**config.mk**
```make
export PLATFORM = sky130hd
export DESIGN_NAME = uart_tx
export DESIGN_NICKNAME = d
export VERILOG_FILES = /design/src/rtl/uart_tx.sv
export SDC_FILE = /design/constraint.sdc
export NUM_CORES = 1
export LEC_CHECK = 0
export ABC_AREA = 1
export CAP_MARGIN = 10
export CORE_MARGIN = 8
export CORE_UTILIZATION = 44
export CTS_BUF_LIST = sky130_fd_sc_hd__clkbuf_2 sky130_fd_sc_hd__clkbuf_4 sky130_fd_sc_hd__clkbuf_8
export CTS_CLUSTER_SIZE = 24
export DETAILED_ROUTE_END_ITERATION = 10
export PLACE_DENSITY = 0.73
export SLEW_MARGIN = 20
export SYNTH_ARGS = -nofsm -noshare
export SYNTH_HDL_FRONTEND = slang
export SYNTH_SLANG_ARGS = --single-unit
```
**constraint.sdc**
```tcl
create_clock -name clk -period 3.08 [get_ports clk]
set_input_delay 0.77 -clock clk [delete_from_list [all_inputs] [get_ports clk]]
set_output_delay 0.77 -clock clk [all_outputs]
set_load 0.02 [all_outputs]
```
**src/rtl/uart_tx.sv**
```systemverilog
// ----------------------------------------------------------------------------
// uart_tx
//
// Purpose:
//   Byte-oriented serial transmitter sitting between the core's UART byte
//   port and the TxD pad. Bytes pushed by the core are held in a small FIFO
//   and sent as 8N1 frames: one start bit (0), eight data bits LSB first,
//   one stop bit (1). Every bit lasts exactly CLKS_PER_BIT clock cycles.
//   Consecutive queued bytes go out back-to-back: the next start bit
//   follows the previous stop bit with no idle gap.
//
// Parameters:
//   CLKS_PER_BIT  clk cycles per serial bit (>= 2)
//   FIFO_LOG2     log2 of the FIFO depth
//
// Ports:
//   clk           system clock, all state changes on the rising edge
//   rst           asynchronous active-high reset
//   TxD_start     push strobe, sampled on every rising edge
//   TxD_data      byte to push, only looked at while TxD_start=1
//   TxD_full      FIFO holds DEPTH entries (registered)
//   TxD_busy      FIFO non-empty or a frame in flight (registered)
//   TxD_overflow  sticky flag: a push arrived while full and was dropped
//   TxD           serial line, registered, idles high
//
// State table:
//   state    | meaning
//   ---------+-----------------------------------------------------------
//   ST_IDLE  | line high, waiting for the FIFO to hold a byte
//   ST_START | driving the start bit (0)
//   ST_DATA  | driving data bit bi_q from shift_q[0]
//   ST_STOP  | driving the stop bit (1); may chain straight into ST_START
// ----------------------------------------------------------------------------
module uart_tx #(
    parameter int CLKS_PER_BIT = 104,
    parameter int FIFO_LOG2    = 2
) (
    input  logic       clk,
    input  logic       rst,
    input  logic       TxD_start,
    input  logic [7:0] TxD_data,
    output logic       TxD_full,
    output logic       TxD_busy,
    output logic       TxD_overflow,
    output logic       TxD
);

    localparam int DEPTH = 2 ** FIFO_LOG2;
    localparam int BCW   = (CLKS_PER_BIT > 2) ? $clog2(CLKS_PER_BIT) : 1;

    localparam logic [BCW-1:0]     BC_LAST  = BCW'(CLKS_PER_BIT - 1);
    localparam logic [FIFO_LOG2:0] CNT_FULL = (FIFO_LOG2 + 1)'(DEPTH);

    localparam logic [1:0] ST_IDLE  = 2'd0;
    localparam logic [1:0] ST_START = 2'd1;
    localparam logic [1:0] ST_DATA  = 2'd2;
    localparam logic [1:0] ST_STOP  = 2'd3;

    // ------------------------------------------------------------------
    // State
    // ------------------------------------------------------------------
    logic [1:0]           state_q,  state_d;
    logic [BCW-1:0]       bc_q,     bc_d;
    logic [2:0]           bi_q,     bi_d;
    logic [7:0]           shift_q,  shift_d;
    logic [FIFO_LOG2-1:0] rd_ptr_q, rd_ptr_d;
    logic [FIFO_LOG2-1:0] wr_ptr_q, wr_ptr_d;
    logic [FIFO_LOG2:0]   count_q,  count_d;
    logic                 full_q,   full_d;
    logic                 busy_q,   busy_d;
    logic                 ovf_q,    ovf_d;
    logic                 txd_q,    txd_d;

    logic [7:0]           mem_q [DEPTH];

    logic                 bc_last;
    logic                 fifo_nonempty;
    logic                 pop;
    logic                 push;
    logic                 drop;

    assign bc_last       = (bc_q == BC_LAST);
    assign fifo_nonempty = (count_q != '0);

    // Push acceptance uses the pre-edge full flag. A pop on the same edge
    // does not rescue a push that arrives while full.
    assign push = TxD_start & ~full_q;
    assign drop = TxD_start &  full_q;

    // ------------------------------------------------------------------
    // Frame sequencer
    // ------------------------------------------------------------------
    always_comb begin
        state_d = state_q;
        bc_d    = bc_q;
        bi_d    = bi_q;
        shift_d = shift_q;
        pop     = 1'b0;

        case (state_q)
            ST_IDLE: begin
                // count_q is the pre-edge value, so a byte pushed into an
                // empty FIFO is only seen here one edge later.
                if (fifo_nonempty) begin
                    pop     = 1'b1;
                    shift_d = mem_q[rd_ptr_q];
                    bc_d    = '0;
                    state_d = ST_START;
                end
            end

            ST_START: begin
                if (bc_last) begin
                    bc_d    = '0;
                    bi_d    = 3'd0;
                    state_d = ST_DATA;
                end else begin
                    bc_d = bc_q + 1'b1;
                end
            end

            ST_DATA: begin
                if (bc_last) begin
                    bc_d    = '0;
                    shift_d = {1'b0, shift_q[7:1]};
                    if (bi_q == 3'd7) begin
                        state_d = ST_STOP;
                    end else begin
                        bi_d = bi_q + 3'd1;
                    end
                end else begin
                    bc_d = bc_q + 1'b1;
                end
            end

            ST_STOP: begin
                if (bc_last) begin
                    bc_d = '0;
                    // Chain directly into the next start bit when another
                    // byte is waiting, keeping frames gap-free.
                    if (fifo_nonempty) begin
                        pop     = 1'b1;
                        shift_d = mem_q[rd_ptr_q];
                        state_d = ST_START;
                    end else begin
                        state_d = ST_IDLE;
                    end
                end else begin
                    bc_d = bc_q + 1'b1;
                end
            end

            default: begin
                state_d = ST_IDLE;
                bc_d    = '0;
            end
        endcase
    end

    // ------------------------------------------------------------------
    // FIFO bookkeeping
    // ------------------------------------------------------------------
    always_comb begin
        wr_ptr_d = wr_ptr_q;
        rd_ptr_d = rd_ptr_q;
        count_d  = count_q;

        if (push) begin
            wr_ptr_d = wr_ptr_q + 1'b1;
        end
        if (pop) begin
            rd_ptr_d = rd_ptr_q + 1'b1;
        end

        case ({push, pop})
            2'b10:   count_d = count_q + 1'b1;
            2'b01:   count_d = count_q - 1'b1;
            default: count_d = count_q;
        endcase
    end

    // ------------------------------------------------------------------
    // Registered outputs, derived from next-state so they line up with
    // the state they describe (start bit appears right after the pop edge).
    // ------------------------------------------------------------------
    always_comb begin
        txd_d = 1'b1;
        case (state_d)
            ST_START: txd_d = 1'b0;
            ST_DATA:  txd_d = shift_d[0];
            default:  txd_d = 1'b1;
        endcase

        busy_d = (count_d != '0) | (state_d != ST_IDLE);
        full_d = (count_d == CNT_FULL);
        ovf_d  = ovf_q | drop;
    end

    // ------------------------------------------------------------------
    // Sequential state
    // ------------------------------------------------------------------
    always_ff @(posedge clk or posedge rst) begin
        if (rst) begin
            state_q  <= ST_IDLE;
            bc_q     <= '0;
            bi_q     <= 3'd0;
            shift_q  <= 8'h00;
            rd_ptr_q <= '0;
            wr_ptr_q <= '0;
            count_q  <= '0;
            full_q   <= 1'b0;
            busy_q   <= 1'b0;
            ovf_q    <= 1'b0;
            txd_q    <= 1'b1;
        end else begin
            state_q  <= state_d;
            bc_q     <= bc_d;
            bi_q     <= bi_d;
            shift_q  <= shift_d;
            rd_ptr_q <= rd_ptr_d;
            wr_ptr_q <= wr_ptr_d;
            count_q  <= count_d;
            full_q   <= full_d;
            busy_q   <= busy_d;
            ovf_q    <= ovf_d;
            txd_q    <= txd_d;
        end
    end

    // Storage array needs no reset: count/pointers define which entries
    // are valid, and reset empties the FIFO through those.
    always_ff @(posedge clk) begin
        if (push) begin
            mem_q[wr_ptr_q] <= TxD_data;
        end
    end

    assign TxD          = txd_q;
    assign TxD_full     = full_q;
    assign TxD_busy     = busy_q;
    assign TxD_overflow = ovf_q;

endmodule

```
==> results of run 1 <==
[where the power goes]
group          switching [µW]  total (µW)  leakage (µW)  internal [µW]
registers                44.0        1050      0.000661           1010
clock network             334         707     0.0000875            373
logic                     234         365      0.000792            130
[final cells by class]
type	count	area, µm²	share of cell area, %
Clock inverter	7	73.82	2.074
Sequential cell	63	1738	48.82
Multi-Input combinational cell	204	1159	32.55
Inverter	42	160.2	4.499
Tap cell	96	120.1	3.374
Timing Repair Buffer	20	185.2	5.202
Clock buffer	9	123.9	3.480
[worst max-delay path: stages, from the launching register on]
cell and delay (ps):
dfrtp_1 450, inv_2 130, ha_1 190, inv_1 130, nand2_1 160, nand2_4 80
inv_4 90, nand2_4 70, inv_1 60, ha_1 130, inv_1 60, fa_1 470
o21ai_0 80, or2_2 310, nor2_1 120, nand4_1 80
[flip-flops by register name (all words and copies together) (netlist names), 2 cells and up]
register and count:
bc_q 7, count_q 3, rd_ptr_q 2, mem_q 32, shift_q 8, state_q 2, wr_ptr_q 2, bi_q 3
[timing repair]
action	4_1_cts	5_1_grt
endpoints found under the setup margin	0	1
hold endpoints to repair	0	0
resized for setup	0	1
[path summary, 6_finish.rpt]
path | startpoint | end | slack (ps)
max in group asynchronous | rst | TxD | 1940
max | state_q[1] | TxD_busy | 320
min reg2reg | TxD_overflow | TxD_overflow | 470
min | TxD_overflow | TxD_overflow | 470
min in group asynchronous | rst | bc_q[4] | 820
max reg2reg | state_q[1] | TxD_busy | 320
[kinds of logic after synthesis]
kind of cell	after synthesis
AO/OA/AOI/OAI	52
XOR/XNOR	8
adder cells (fa/ha/maj)	13
buffers and inverters	46
flip-flops	63
AND/OR/NAND/NOR	131
[layer usage]
layer	up-vias	global-route usage [%]	share of wire (%)
li1	1083	-	-
met1	1017	14.92	46
met2	30	20.01	50
met3	2	2.699	2.8
met4	0	8.033	0.93
met5	-	0	0
[synthesized netlist by cell type (4+ instances only)]
master     n  area share (%)
nand2_1   63             7.7
inv_1     36             4.4
nor2_1    36             4.4
edfxtp_1  32              31
dfrtp_1   30              24
o21ai_0   21             3.4
nand3_1   13             2.1
ha_1      12             4.9
a21oi_1    9             1.5
nor2_2     6             1.2
o211ai_1   6             1.5
xor2_1     6             1.7
inv_2      5            0.61
o21ai_1    4            0.65
[cells in the final DEF (no fill, tap or decap)]
cell type,n
or2_2,1
clkinv_4,1
clkdlybuf4s50_1,14
ha_1,12
clkinvlp_4,4
o211ai_1,6
nand4_1,1
o31ai_1,3
a21boi_1,1
a22o_1,1
inv_2,6
a21o_1,1
nand3_2,2
a21oi_1,9
o21ai_1,4
a32o_1,2
dfrtp_1,30
bufinv_16,1
dfstp_2,1
xnor2_1,1
nand3_1,13
inv_1,35
nand2_4,3
o21ai_4,1
nor2_1,36
xor2_1,6
inv_4,1
clkinv_2,1
clkbuf_8,9
nand2_1,63
o21bai_1,1
fa_1,1
o21ai_0,21
nor2_4,3
xor2_2,1
o22ai_1,2
buf_4,6
nand2_2,3
edfxtp_1,32
nor2_2,6
[through the flow]
stage                     std cells  util (%)
after floorplan                 313         -
final                           441     52.39
after CTS                       441     52.39
after detailed placement        425     49.48
after global routing            441     52.39
after global placement          425     49.48
==> run summary, run 1 <==
Of all nets on the critical path, the largest fanout is 6. In this run, distinct cell masters in the synthesized netlist total 35. The worst setup path is of the reg2reg kind.

After clock tree synthesis, the clock-pin slew on the worst setup and hold paths is 80 ps. The global-route usage over all layers came out at 12.50%. The number of remaining DRC errors is 0. The final-report max-slew violation count was 0. For the pin with the worst max-slew slack, the measured transition is 575.1 ps. The worst path uses 89.61% of the clock period. The post-synthesis instance area came out at 0.003090 mm². Subtracting the final worst setup slack from the clock period gives 2760 ps. The cell count after synthesis is 313. The H-tree was split into 3 levels. The number of buffers inserted by hold repair at cts came out at 0. The number of synthesized register bits came out at 63. The overall via count from detail_route is 2132. Hold is met by 465.9 ps. The worst setup path is captured at a register. The post-route netlist has 14.49% of its cells at a drive strength greater than 1. The number of cells traversed by the worst register-to-register path came out at 15. The worst path meets setup with 320.0 ps of slack. Once layout is done, the placed cells without fillers occupy 0.003560 mm².

The post-placement worst setup slack came out at 282.2 ps. The arrival time of the worst setup path is 2970 ps. The clock insertion delay at the later pin of the skew report came out at 340 ps. After synthesis, the share of flip-flops with an asynchronous set or reset is 49.21%.

By area, the combinational part of the netlist is dominated by simple AND/OR/NAND/NOR gates. Of the total synthesized cell area, the portion taken by AND, OR, NAND and NOR gates is 19.19%. The number of nets in the synthesized netlist came out at 337. The min-delay analysis places its worst path in the category reg2reg. The length of the first detailed-routing pass in iterations came out at 4. TritonCTS built the clock tree. The initialized floorplan defines 30 standard-cell rows. The average instance in the mapped netlist occupies 9.874 µm². The final antenna diode count came out at 0.

The maximum vdd drop is 0.5169 mV. The final-report setup violation count came out at 0. Dividing the detail-routed wire length by the instance count gives 12.88 µm. The compound-gate portion of the synthesized area came out at 10.28%.

The number of buffers on the longest clock path came out at 2. During synthesis, Yosys emitted a total of 0 warnings. The placed instances occupy a cell area of 0.003362 mm².

The DRC marker count from the first detailed-route iteration is 121. The routed design has 5680 µm of wire. The leakage power figure came out at 0.001541 µW. For this design, the sink count on the clock tree is 63. The worst setup path is launched from a register. The tool flagged a number of max-cap violations equal to 0. The commonest register cell after synthesis is edfxtp_1. The first global-routing pass estimated 9791 µm of wire.

Port buffering added 14 buffers. The final clock skew came out at 11.94 ps. The final layout contains 364 nets. The number of hold violations in the final report is 0. The number of antenna-violating nets in the routed design is 0. The parity-gate share of the synthesized area counting xor and xnor cells came out at 2.510%. Setup repair after global routing left no endpoint under its margin.

The tree is rooted in a clkbuf_8. Entering global routing, the biggest net connects 32 pins. The number of inserted filler cells in the final layout is 616.

After legalization and detailed placement, the total HPWL measured 3918 µm. The max-slew headroom at the worst pin came out at 61.66%. The number of global-route vias before repair is 2114. The total congestion overflow came out at 0.

The congestion estimate from routability-driven global placement came to 0.8321. The power density over cell area came out at 596.8 mW/mm². Along the worst hold path, the cell count comes to 1. The post-synthesis to final-layout area growth is 15.18%. The die span in y came out at 99.81 µm.

The mean number of vias per cell came out at 4.834. The number of antenna violations at the first check in global routing is 0. The floorplan step set the die width to 99.81 µm.

Once the floorplan was initialized, standard cells occupied 45.49% of the core. The number of placed I/O pins is 15. For the worst setup path, the data required time is 3290 ps. The overall power after layout came out at 2124 µW. The number of buffers added by the clock tree synthesis step came out at 9. Multiplexer cells account for 0% of the synthesized area.

The area of the die came out at 0.009962 mm². The synthesized-area fraction occupied by adder cells is 5.506%. The placeable core area came out at 0.006794 mm². Of the synthesized area, sequential elements account for 56.23%. Post-CTS timing repair inserted 0 buffers for setup.

For this run, the top clock speed supported by timing is 362.3 MHz. The flow ran to the end, and the final reports show no timing, DRC or antenna violations. In this run, synthesis inferred 32 flip-flops with an integrated enable.

Setup total negative slack on the finished layout was measured at 0 ps.
Note: power is estimated with default switching activity, not from simulation.
==> inputs of run 2 (changes only) <==
Settings changed: CORE_UTILIZATION 44 to 42, DONT_BUFFER_PORTS set to 1, PLACE_DENSITY 0.73 to 0.68.
==> run 2 against run 1 <==
  * Count of clock-buffer cells in the layout unchanged
  * Fmax decreased by 2.4%
  * Utilization decreased by 4.9 points
  * Combinational power decreased by 17%
  * Largest cell class unchanged
==> run summary, run 2 (synthesized netlist as in run 1, its figures left out) <==
Derived from the worst setup path, the maximum achievable clock frequency is 353.8 MHz. Measured along the y axis, the die boundary spans 101.8 µm. Global routing used 11.50% of the available tracks across all layers.

The pin count of the biggest net entering global routing is 30. The register name with the most flops is mem_q. The number of instances resized during post-cts repair is 0. The die covers 0.01036 mm². The slew at the pin with the worst max-slew slack is 782.2 ps. The die width is 101.8 µm. The clock period minus final worst setup slack is 2827 ps. The critical path launch point type is a register. After the first detailed-routing iteration, the DRC count stood at 85. The mean number of vias per cell came out at 4.793.

The worst setup path is of the reg2reg kind. The clock edge transition at the registers on the reported setup and hold paths came out at 70 ps. The number of max-cap violations is 0.

The post-route setup TNS came out at 0 ps. The number of antenna violations at the first check in global routing is 0. The min-delay analysis places its worst path in the category in2async. The number of hold violations in the final report came out at 0. The number of global-route vias before repair is 1978. Once routing completed, OpenROAD measured the worst setup slack at 253.2 ps.

The number of clock sinks seen by CTS is 63. The number of buffers on the longest clock path is 2. The leakage power figure came out at 0.001475 µW. Once detail routing completed, the nets flagged for antenna violations numbered 0. The final antenna diode count is 0. The HPWL after detailed placement came out at 3891 µm. The number of buffers inserted by hold repair at cts came out at 0.

The count of input and output buffers came out at 0. The clock insertion delay at the later pin of the skew report came out at 330 ps. After detailed routing, the average wire length per cell comes to 12.53 µm. The total congestion overflow came out at 0. Clock tree synthesis selected as its root buffer the cell clkbuf_8.

The final core utilization came out at 47.50%. Post-CTS timing repair inserted 0 buffers for setup. The starting density of the core is 43.07%. Setup repair after global routing left no endpoint under its margin. 15 I/O pins were placed. In the final layout, the share of cells above drive strength 1 is 13.19%. Dividing the final minimum period by the clock period gives 91.78%. The number of standard-cell rows in the floorplan is 31. The overall via count from detail_route is 2037. STA puts the critical path data required time at 3290 ps.

The max-slew headroom at the worst pin came out at 47.66%. The maximum vdd drop came out at 0.5220 mV. Compared with the post-synthesis result, the final layout area differs by 10.28%. The top cell types in the final layout, fill and taps aside, are 63 x nand2_1, 36 x inv_1, 36 x nor2_1. In the final layout, the registers with the most flip-flops are mem_q x32, shift_q x8, bc_q x7. Of all nets on the critical path, the largest fanout is 6. The number of inserted filler cells in the final layout came out at 668.

The final clock skew is 8.530 ps. After detailed routing, the number of remaining DRC violations is 0. The CTS tree is yes. The first-pass GRT wire length came out at 9059 µm. The first TritonRoute pass finished after 4 iterations. The number of buffers added by the clock tree synthesis step came out at 9. The placeable core area is 0.007176 mm².

The run finished with clean final reports. The number of flip-flops under the largest register name is 32. The power density over cell area came out at 631.2 mW/mm². Leaving out fill and tap cells, the most frequent cell in the layout is nand2_1. The arrival time of the worst setup path came out at 3040 ps. The total wirelength of the detailed-routed design is 5324 µm.

Timing analysis after detailed placement gives a worst setup slack of 279.5 ps. The worst setup path is captured at a register. The final-report max-slew violation count came out at 0. The routability-driven placement congestion ratio came out at 0.8511.

The final-report setup violation count came out at 0. The final layout net count came out at 345. The H-tree depth reported by CTS came out at 3.
run 2: report_power, final:
group	total [µW]	leakage, µW	switching, µW	internal (µW)
Clock	787	0.000103	330	457
Combinational	302	0.000711	210	92.6
Sequential	1060	0.000661	51.1	1010
run 2: path summary, 6_finish.rpt:
path	from	slack [ps]	cells past startpoint	to
max in group asynchronous	rst	2290	2	TxD
hold reg to reg	shift_q[0]	480	2	shift_q[0]
setup reg to reg	state_q[1]	250	15	TxD_busy
hold / removal	rst	170	1	wr_ptr_q[1]
min in group clk	shift_q[0]	480	2	shift_q[0]
setup / recovery	state_q[1]	250	15	TxD_busy
run 2: layout make-up:
type	count	area, µm²	share of cell area (%)
clock buffer	9	123.9	3.634
multi-input combinational	204	1159	33.99
inverter	42	160.2	4.699
clock inverter	7	96.34	2.827
sequential	63	1738	50.99
timing repair buffer	1	7.507	0.2203
tap	99	123.9	3.634
run 2: per-layer routing:
| layer | vias up | track usage [%] | part of all wire (%) |
|---|---|---|---|
| li1 | 1043 | - | - |
| met1 | 945 | 13.25 | 46 |
| met2 | 34 | 18.21 | 47 |
| met3 | 15 | 3.711 | 4.5 |
| met4 | 0 | 6.987 | 2.9 |
| met5 | - | 0 | 0 |
run 2: per-stage QoR:
| step | power, µW | instance area [µm²] | hold WS (ps) | instances |
|---|---|---|---|---|
| after floorplan | 1304 | 3090 | 445.9 | 313 |
| after global placement | 1382 | 3188 | 462.9 | 409 |
| after detailed placement | 1391 | 3188 | 462.8 | 409 |
| after CTS | 2182 | 3408 | 158.7 | 425 |
| after global routing | 2263 | 3408 | 168.6 | 425 |
| final | 2151 | 3408 | 174.7 | 425 |
run 2: critical path, cell delays in order, from the launching register on:
cell and delay (ps):
dfrtp_1 440, inv_1 180, ha_1 220, inv_1 140, nand2_1 160, nand2_4 80
inv_4 90, nand2_4 70, inv_1 60, ha_1 130, inv_1 60, fa_1 480
o21ai_0 90, or2_2 320, nor2_1 110, nand4_1 80
==> inputs of run 3 (changes only) <==
Settings changed: CAP_MARGIN 10 to 20.
==> results of run 3 <==
The final DEF is identical to that of run 2; final timing and power are the same.
==> edit 1 (config.mk and constraints of run 1) <==
Set the parameter `FIFO_LOG2` to 1 (it was 2).
--- a/src/rtl/uart_tx.sv
+++ b/src/rtl/uart_tx.sv
@@ -33,7 +33,7 @@
 // ----------------------------------------------------------------------------
 module uart_tx #(
     parameter int CLKS_PER_BIT = 104,
-    parameter int FIFO_LOG2    = 2
+    parameter int FIFO_LOG2    = 1
 ) (
     input  logic       clk,
     input  logic       rst,
Formal check against the unedited RTL: not equivalent (Yosys sat finds a counterexample within 4 cycles, from zero or initial values and one cycle with rst high).
==> edit 1 against run 1 <==
  * Power shrank 30%
  * Utilization shrank 0.70 points
  * Sequential cell count shrank 19
  * Synthesized area shrank 28%
  * Design area shrank 27%
  * Wire length shrank 29%
  * Setup slack gained 200 ps
  * Sequential share of layout area shrank 3.2 points
  * Largest power group unchanged
  * Highest routed layer unchanged
==> edit 1: results <==
routing:
  vias_per_cell: 4.87
  wl_met1_um: 1770
  wl_met3_um: 149
  wl_met2_um: 2070
  drt_pass1_iterations: 6
  drt-initial-drc-count: 88
synthesis:
  synth-edff-count: 16
  netlist_top_cells_area: "dfrtp_1, edfxtp_1, nand2_1"
  ys_seq_area_share_pct: 53.1
  ys_types: 33
  synthesis.nets: 257
  synth-async-reset-ratio_pct: 63.6
grt:
  grt_pass1_wl_um: 7260
  grt_util_met2_pct: 21.0
  use_met1_pct: 13.9
  met3_usage_pct: 2.64
  grt_pass1_vias: 1632
  grt_usage_pct: 12.2
setup_path:
  r2r_setup_slack_ps: 520
  reg2reg_depth: 12
clocking:
  h-tree-depth: 2
  clk_latency_ps: 300
sta:
  slew_headroom_pct: 55.6
layout:
  top_regs: "mem_q: 16 flops, shift_q: 8 flops, bc_q: 7 flops"
  n_fill_cell: 483
run_status:
  outcome: "finished clean"
pwr:
  ir_worst_vdd_uv: 429
[edit 1: cells by family after synthesis]
group / count (synthesis) / synth area share (%)
AOI/OAI and AO/OA: 40 / 10.8
adders and majority gates: 8 / 4.49
and+or+nand+nor: 102 / 22.6
buffers and inverters: 38 / 6.63
DFF: 44 / 53.1
xor gates and xnor gates: 6 / 2.36
[edit 1: worst min path at each step]
stage,start,to,depth (start not counted)
final,TxD_overflow,TxD_overflow,1
after global routing,TxD_overflow,TxD_overflow,1
after CTS,TxD_overflow,TxD_overflow,1
after detailed placement,TxD_overflow,TxD_overflow,1
after global placement,TxD_overflow,TxD_overflow,1
after floorplan,bi_q[1],bi_q[1],2
[edit 1: worst max-delay path, cell delays in order (launching register included)]
cell	delay, ps
dfrtp_1	520
inv_1	130
ha_1	210
inv_1	270
nand2_1	190
nand2_4	160
nor3_4	50
ha_1	330
a21oi_1	110
o21ai_0	100
xor2_1	180
nor2_1	100
nand3_1	80
[edit 1: report_power, final]
group          switching (W)  leakage [nW]  total [W]  internal, W
Sequential         0.0000356         0.479   0.000721     0.000686
Combinational       0.000154         0.645   0.000233    0.0000795
Clock               0.000194        0.0688   0.000526     0.000333
Total               0.000383          1.19    0.00148      0.00110
[edit 1: through the flow]
stage	worst slack, ps	utilization [%]
6_report	521	51.7
5_1_grt	251	51.7
4_1_cts	520	51.7
3_5_place_dp	529	49.0
3_3_place_gp	649	49.0
2_1_floorplan	788	-
[edit 1: area by class of cell]
cell class / instances / area, µm² / area share [%]
Sequential cell: 44 / 1180 / 45.7
Tap cell: 70 / 87.6 / 3.38
Timing Repair Buffer: 15 / 148 / 5.70
Inverter: 36 / 138 / 5.31
Clock inverter: 2 / 60.1 / 2.32
Multi-Input combinational cell: 156 / 898 / 34.7
Clock buffer: 6 / 76.3 / 2.95
==> edit 2 (settings of run 1) <==
Made on the original files. Register the output `TxD_overflow` once more, cleared by the reset; this adds one clock of latency there. The other outputs are not delayed to match.
--- a/src/rtl/uart_tx.sv
+++ b/src/rtl/uart_tx.sv
@@ -238,7 +238,13 @@
     assign TxD          = txd_q;
     assign TxD_full     = full_q;
     assign TxD_busy     = busy_q;
-    assign TxD_overflow = ovf_q;
+    always_ff @(posedge clk or posedge rst) begin
+        if (rst) begin
+            TxD_overflow <= '0;
+        end else begin
+            TxD_overflow <= ovf_q;
+        end
+    end
 
 endmodule
 
Function: changed (a bounded check fails within 10 cycles, from zero or initial values and one cycle with rst high).
==> edit 2 against run 1 <==
  * Design area increased by 1.3%
  * Sequential cell count grew 1
  * Die area is 0.44% higher
  * Power rose by 5.1%
  * Global-route usage barely moved
  * Synthesized area increased by 0.53%
  * Wire length decreased by 0.81%
  * Setup slack better by 46 ps
  * Worst hold slack lost 81 ps
  * Largest cell class unchanged
  * Largest power group unchanged
==> edit 2: results <==
grt:
  met3_usage_pct: 2.56
  grt_util_met2_pct: 20.0
  use_met1_pct: 15.0
  grt_usage_pct: 12.5
  grt_max_degree: 33
  grt_pass1_vias: 2099
pwr:
  p_leak_nw: 1.55
  switching_share_pct: 27.9
  ir_worst_vdd_uv: 416
clocking:
  cts_resized: 0
  cts_setup_buffers: 0
  cts_root_buf: "clkbuf_8"
sta:
  whs_ps: 385
  slew_headroom_pct: 63.1
  fin_worst_skew_ps: 8.13
synthesis:
  ys_seq_area_share_pct: 56.7
  ys_types: 38
  synth_commonest_cells: "nand2_1, nor2_1, inv_1"
  netlist_top_cells_area: "edfxtp_1, dfrtp_1, nand2_1"
  synth-async-reset-ratio_pct: 50.0
routing:
  vias: 2177
  wl_met3_um: 145
  wl_met1_um: 2630
  wire_per_inst_um: 12.8
  wl_met2_um: 2710
  vias_per_cell: 4.94
  drt-initial-drc-count: 209
run_status:
  outcome: "finished clean"
layout:
  fin_nets: 364
  n_fill_cell: 620
  regArea_mm2: 0.00176
placement:
  gp_congestion: 0.833
  dp_slack_ps: 362
  dpl.hpwl_um: 3980
  placed_area_mm2: 0.00338
hold_path:
  hold_path_startpoint: "ovf_q"
  whs_path_depth: 0
setup_path:
  r2r-end: "TxD_busy"
  critPathTopFamily: "adder cells"
  reg2reg_depth: 15
floorplanning:
  die_w_um: 100
-- edit 2: changes by cell type in the layout (fill, tap and decap cells not counted), sizes merged --
cell and change:
clkinv +4, inv -3, clkinvlp -2, o21ai -2, a31o +1, bufinv +1
dfrtp +1, nand2 -1, o22ai +1
-- edit 2: final cells by class --
| class | count | area share (%) |
|---|---|---|
| well taps | 96 | 3.33 |
| repair buffers | 20 | 5.14 |
| multi-input cells | 203 | 32.0 |
| clock buffers | 9 | 3.44 |
| clock inverters | 7 | 2.67 |
| flip-flops and latches | 64 | 48.9 |
| inverters | 42 | 4.55 |
-- edit 2: power by group through the flow --
stage / combinational [W] / sequential (W) / clock [W]
2_1_floorplan: 0.000236 / 0.00108 / 0
3_3_place_gp: 0.000354 / 0.00109 / 0
3_5_place_dp: 0.000364 / 0.00109 / 0
4_1_cts: 0.000367 / 0.00107 / 0.000809
5_1_grt: 0.000416 / 0.00108 / 0.000850
6_report: 0.000362 / 0.00107 / 0.000798
-- edit 2: kinds of logic after synthesis --
kind of cell               Yosys count  synth area share, %
and+or+nand+nor                    130                 18.7
adders and majority gates           13                 5.48
DFF                                 64                 56.7
AOI/OAI and AO/OA                   52                 10.4
xor gates and xnor gates             8                 2.50
buffers and inverters               46                 6.16
-- edit 2: how the worst max path moves through the flow --
stage	slack (ps)	cells after the start	end	startpoint
4_1_cts	350	15	TxD_busy	state_q[1]
6_report	370	15	TxD_busy	state_q[1]
3_5_place_dp	360	15	TxD_busy	state_q[1]
5_1_grt	80	16	TxD_full	state_q[1]
3_3_place_gp	430	15	TxD_busy	state_q[1]
2_1_floorplan	550	15	TxD_busy	state_q[1]
